==> src/rtl/tile_pixel_fetch.sv <==
// Five-stage tile-map pixel fetch: x/y -> map RAM -> tile ROM -> RGB444, with a frame-counter tile blink.
// Optional debug cell-grid overlay is compiled in when GRID_OVERLAY_EN is defined.
module tile_pixel_fetch #(
  parameter int          MAP_COLS   = 20,
  parameter int          MAP_ROWS   = 15,
  parameter logic [11:0] BG_COLOR   = 12'h000,
  parameter logic [3:0]  BLINK_TILE = 4'hF,
  parameter int          BLINK_LOG2 = 5
) (
  input  logic        clk_27,
  input  logic        rst,
  input  logic [11:0] x,
  input  logic [11:0] y,
  input  logic        de_i,
  input  logic        hs_i,
  input  logic        vs_i,
  output logic [8:0]  map_addr,
  input  logic [3:0]  map_rdata,
  output logic [13:0] read_address,
  input  logic [11:0] rgb_rdata,
  output logic [11:0] rgb_o,
  output logic        de_o,
  output logic        hs_o,
  output logic        vs_o
);

  localparam logic [12:0] X_LIM = 13'(32 * MAP_COLS);
  localparam logic [12:0] Y_LIM = 13'(32 * MAP_ROWS);

  logic       in_field;
  logic [8:0] map_addr_d;
  logic       frame_tick;

  // Stage 1/2 carry the in-cell offset alongside the map lookup.
  logic [4:0] tx1_q, ty1_q, tx2_q, ty2_q;
  logic       inf1_q, inf2_q, inf3_q, inf4_q;
  logic       blink3_q, blink4_q;
  logic [4:0] de_sr_q, hs_sr_q, vs_sr_q;
  logic [8:0] map_addr_q;
  logic [13:0] read_address_q;
  logic [11:0] rgb_q, rgb_d;
  logic [BLINK_LOG2:0] frame_q;
  logic       vs_prev_q;
`ifdef GRID_OVERLAY_EN
  logic       grid3_q, grid4_q;
`endif

  assign in_field   = de_i && ({1'b0, x} < X_LIM) && ({1'b0, y} < Y_LIM);
  assign map_addr_d = in_field ? 9'(16'(y[11:5]) * 16'(MAP_COLS) + 16'(x[11:5])) : 9'd0;
  assign frame_tick = vs_i && !vs_prev_q;

  // Priority: blanking, then out-of-field background, then overlay, then blink, then tile pixel.
  always_comb begin
    rgb_d = 12'h000;
    if (de_sr_q[3]) begin
      if (!inf4_q)
        rgb_d = BG_COLOR;
`ifdef GRID_OVERLAY_EN
      else if (grid4_q)
        rgb_d = 12'h444;
`endif
      else if (blink4_q)
        rgb_d = BG_COLOR;
      else
        rgb_d = rgb_rdata;
    end
  end

  always_ff @(posedge clk_27) begin
    if (rst) begin
      tx1_q          <= '0;
      ty1_q          <= '0;
      tx2_q          <= '0;
      ty2_q          <= '0;
      inf1_q         <= 1'b0;
      inf2_q         <= 1'b0;
      inf3_q         <= 1'b0;
      inf4_q         <= 1'b0;
      blink3_q       <= 1'b0;
      blink4_q       <= 1'b0;
      de_sr_q        <= '0;
      hs_sr_q        <= '0;
      vs_sr_q        <= '0;
      map_addr_q     <= '0;
      read_address_q <= '0;
      rgb_q          <= '0;
      frame_q        <= '0;
      vs_prev_q      <= 1'b0;
`ifdef GRID_OVERLAY_EN
      grid3_q        <= 1'b0;
      grid4_q        <= 1'b0;
`endif
    end else begin
      // Stage 1: map address and cell offset capture
      map_addr_q <= map_addr_d;
      tx1_q      <= x[4:0];
      ty1_q      <= y[4:0];
      inf1_q     <= in_field;
      // Stage 2: align with map RAM read data
      tx2_q      <= tx1_q;
      ty2_q      <= ty1_q;
      inf2_q     <= inf1_q;
      // Stage 3: tile ROM address; blink judged on the tile index seen here
      read_address_q <= {map_rdata, ty2_q, tx2_q};
      inf3_q         <= inf2_q;
      blink3_q       <= frame_q[BLINK_LOG2] && (map_rdata == BLINK_TILE);
      // Stage 4: align with tile ROM read data
      inf4_q   <= inf3_q;
      blink4_q <= blink3_q;
`ifdef GRID_OVERLAY_EN
      grid3_q  <= (tx2_q == 5'd0) || (ty2_q == 5'd0);
      grid4_q  <= grid3_q;
`endif
      // Stage 5
      rgb_q <= rgb_d;
      de_sr_q <= {de_sr_q[3:0], de_i};
      hs_sr_q <= {hs_sr_q[3:0], hs_i};
      vs_sr_q <= {vs_sr_q[3:0], vs_i};
      vs_prev_q <= vs_i;
      if (frame_tick)
        frame_q <= frame_q + 1'b1;
    end
  end

  assign map_addr     = map_addr_q;
  assign read_address = read_address_q;
  assign rgb_o        = rgb_q;
  assign de_o         = de_sr_q[4];
  assign hs_o         = hs_sr_q[4];
  assign vs_o         = vs_sr_q[4];

endmodule

==> config.mk <==
export PLATFORM = sky130hd
export DESIGN_NAME = tile_pixel_fetch
export DESIGN_NICKNAME = d
export VERILOG_FILES = /design/src/rtl/tile_pixel_fetch.sv
export SDC_FILE = /design/constraint.sdc
export NUM_CORES = 1
export LEC_CHECK = 0
export BUFFER_PORTS_ARGS = -buffer_cell sky130_fd_sc_hd__clkbuf_2
export CAP_MARGIN = 20
export CORE_AREA = 5 5 79 81
export CTS_CLUSTER_SIZE = 16
export DETAILED_ROUTE_END_ITERATION = 7
export DIE_AREA = 0 0 84 86
export GPL_ROUTABILITY_DRIVEN = 0
export HOLD_SLACK_MARGIN = 0.15
export PLACE_DENSITY = 0.88
export SETUP_SLACK_MARGIN = 0.02
export SYNTH_ARGS = -nofsm -noshare
export SYNTH_HDL_FRONTEND = slang
export SYNTH_SLANG_ARGS = --single-unit
==> constraint.sdc <==
create_clock -name clk_27 -period 3.1 [get_ports clk_27]
set_input_delay 0.62 -clock clk_27 [delete_from_list [all_inputs] [get_ports clk_27]]
set_output_delay 0.62 -clock clk_27 [all_outputs]
set_load 0.05 [all_outputs]
# [Word-level counts from Yosys, hierarchy flattened]
# Cells that the tools add are included.
[totals] register_bits=83 inputBits=45 out_inout_bits=38
[classes] n_addsub=2 n_mul=1 order_cmp=2 eq_ne=1 bitwise_logic=3 reduce_logical=7
[ops] operator="12-bit by 10-bit less-than comparator with 1-bit output, second input constant" n=1
[ops] operator="12-bit by 9-bit less-than comparator with 1-bit output, second input constant" n=1
[ops] operator="9-bit by 7-bit adder with 9-bit output" n=1
[ops] operator="7-bit by 3-bit multiplier with 7-bit output, second input constant" n=1
[ops] operator="6-bit by 1-bit adder with 6-bit output, second input constant" n=1
[ops] operator="4-bit equality test, second input constant" n=1
[ops] operator="1-bit logical AND" n=4
[ops] operator="4-bit OR reduction" n=1
[ops] operator="1-bit inverter" n=3
[ops] operator="2-bit OR reduction" n=1
[ops] operator="1-bit logical NOT" n=1

# [Longest topological paths before layout]
[depth] word_depth=5 ltp_mapped=8 mapped_depth_nobuf=8

# [Worst setup path after synthesis]
# OpenSTA, ideal clock, no wires.
[synth_path] kind="input port to flip-flop" start="input y[6]" end="register map_addr_q[7] (netlist: map_addr[7])" setup_time_ns=0.115 arrival_time_ns=2.285 t_required_ns=2.985 slack_ns=0.700 stages=8 path_buffers=0 path_cell_list="ha_1 > ha_1 > fa_1 > ha_1 > nand2_1 > o21ai_0 > xnor2_1 > nor2_1"
[synth_via] elab_chain_cells=4 elab_cells_between_ends=6
[synth_lines] item="start, declared" line="13" source="input logic [11:0] y,"
[synth_lines] item="parallel branches: the longest is 4 deep, another holds 9-bit by 7-bit adder with 9-bit output"
[synth_lines] item="end signal, assigned" line="95" source="map_addr_q <= map_addr_d;"
[synth_lines] item="end, declared" line="39" source="logic [8:0] map_addr_q;"
# Parallel ways; which one is timed is not known.
# A chain may end at the register's enable or synchronous reset.

# [Worst setup path in the final report]
# Same ends and word-level chain as after synthesis.

==> flow_summary.yaml <==
status:
  outcome: "finished clean"
grt:
  grt_max_degree: 60
  antenna_found_initial: 0
  grt_util_all_layers: 0.135
  grt.overflow.total: 0
  grt_pass1_vias: 1748
  grt_pass1_wl_microns: 7670
clocking:
  clock_latency_ps: 340
  ctsHoldBuffers: 0
  cts_tree: "built"
  htree_levels: 3
  postCtsSetupBuffers: 0
  cts_sinks: 82
  cts_resized: 0
  clk_path_buf_depth: 2
  root_buffer: "clkbuf_8"
  clk_pin_slew_ps: 70
  cts_buffers: 9
sta:
  post-route-period-util: 0.765
  slew_headroom: 0.630
  worst_pin_slew_ps: 555
  period_needed_ps: 2370
  fmax_mhz: 422
  tns_ps: 0
  slew_violations: 0
  rsz0062_at_grt: "false"
  setup_viol: 0
  final_hold_viol_count: 0
  fin_worst_skew_ps: 6.35
power_and_ir_drop:
  p_seq_frac: 0.525
  p_switching_mw: 0.456
  p_per_area_nw_per_um2: 621
  ir_drop_v: 0.000301
  power_frac_comb: 0.094
  p_clk_frac: 0.381
  finalPower_mw: 2.07
  swShare: 0.220
  p_leak_nw: 1.56
  intPower_mw: 1.61
yosys:
  ys_ff_latch: 82
  avgSynthCellArea_sq_um: 11.6
  syn_nets: 290
  synth_seq_area_share: 0.617
  syn_inst: 229
  ys_warn_count: 0
  post_synth_num_cell_types: 23
  syn_area_sq_um: 2660
place:
  dpl_cell_area_sq_um: 3130
  port_buffers: 82
  dp_hpwl_microns: 3350
worst_setup_path:
  critPathMaxStageDelay_ps: 480
  crit_path_frequent_cell: "ha_1"
  worstPathMaxFanout: 4
  end_kind: "register"
  crit_arrival_ps: 2590
  worst_setup_path_start_kind: "primary input"
  crit_required_ps: 3320
  crit_path_cell_trace: "clkbuf_2 -> ha_1 -> ha_1 -> fa_1 -> ha_1 -> a21oi_1 -> o21ai_0 -> xnor2_1 -> nor2_1"
  reg2reg_slack_ps: 1640
  cp_slowest_cell: "fa_1"
  path_delay_family: "adder cells"
  crit_type: "primary input to register"
  worst-path-buf-inv: 1
floorplanning:
  die_w_microns: 84
  start_util: 0.492
  row_count: 27
  dieArea_sq_um: 7220
  ioPinCount: 83
  core_area_sq_um: 5410
  fp.dieH_microns: 86
detailed_routing:
  drt_iter0_drc: 53
  drt_first_pass_iters: 4
  antenna_left: 0
  vias: 1721
  viasPerCell: 4.40
  wl_per_cell_microns: 11.4
  wl_microns: 4460
  drc_errors: 0
layout:
  diodes: 0
  area_growth_pct: 25.5
  nets: 376
  final_cell_mix: "82 x dfxtp_1, 82 x clkbuf_2, 53 x nor2b_1"
  fin_area_sq_um: 3340
  finish.utilization: 0.617
  drive_above_1_share: 0.307
job:
  maxCapViolations: 0
hold_path:
  hold_class: "register to register"
[synthesized netlist by cell type]
cell,number,share of area
fa_1,2,0.015
nand2_1,6,0.0085
ha_1,14,0.066
nand4_1,4,0.0094
mux2i_1,1,0.0038
nor2_1,10,0.014
xor2_1,6,0.020
and2_1,16,0.038
o21ai_0,4,0.0075
nor2b_1,53,0.12
inv_1,1,0.0014
dfxtp_1,82,0.62
nor3b_1,1,0.0028
or3_1,1,0.0024
a21o_1,3,0.0085
clkbuf_1,7,0.0099
nand2b_1,1,0.0024
inv_6,1,0.0033
a21oi_1,5,0.0094
xnor2_1,7,0.023
or4_1,2,0.0056
buf_6,1,0.0042
and3b_1,1,0.0033
[worst reg2reg max path, stage by stage (launching register included)]
cell and delay (ps):
dfxtp_1 310, nor2b_1 330, nand4_1 220, or3_1 380, a21oi_1 150
[stage by stage]
step | setup WS [ps] | hold slack (ps) | std cells
after floorplan | 700 | 414 | 229
after global placement | 488 | 418 | 376
after detailed placement | 398 | 420 | 376
after CTS | 765 | 428 | 391
after global routing | 647 | 435 | 391
final | 730 | 429 | 391
[sequential cells by signal (all words and copies together) (netlist names), 6 cells and up]
register	cells
frame_q	6
map_addr	9
rgb_o	12
read_address	14
[routing by layer]
metal | up-vias | part of all wire | global-route usage | wire length [microns]
met3 | 7 | 0.082 | 0.0653 | 364
met5 | - | 0 | 0 | 0
met4 | 0 | 0.017 | 0.0687 | 75
li1 | 896 | - | - | -
met2 | 57 | 0.49 | 0.226 | 2200
met1 | 761 | 0.41 | 0.141 | 1820
[cells by family after synthesis]
group / Yosys count / synth area share
DFF: 82 / 0.617
xor gates and xnor gates: 13 / 0.0428
adders and majority gates: 16 / 0.0809
AOI/OAI and AO/OA: 12 / 0.0254
buffers and inverters: 10 / 0.0188
muxes: 1 / 0.00376
and+or+nand+nor: 95 / 0.211
[area by class of cell]
type | count | area, sq um
sequential | 82 | 1640
fill | 468 | 2070
inverter | 2 | 12.5
multi-input combinational | 137 | 967
clock inverter | 5 | 80.1
clock buffer | 10 | 128
tap | 72 | 90.1
timing repair buffer | 83 | 418
[final timing paths]
check	from	cells after the start	to
worst min register to register	inf2_q	1	inf3_q
worst max register to register	vs_sr_q[0]	4	frame_q[5]
worst max-delay path	y[6]	9	map_addr[7]
worst min-delay path	inf2_q	1	inf3_q
[power groups by stage]
stage	Sequential [mW]	Clock [mW]	Combinational, mW
final	1.09	0.789	0.196
after CTS	1.09	0.822	0.198
after floorplan	1.13	0	0.110
after detailed placement	1.11	0	0.196
after global placement	1.11	0	0.185
after global routing	1.09	0.870	0.219
(Power assumes the default switching activity.)
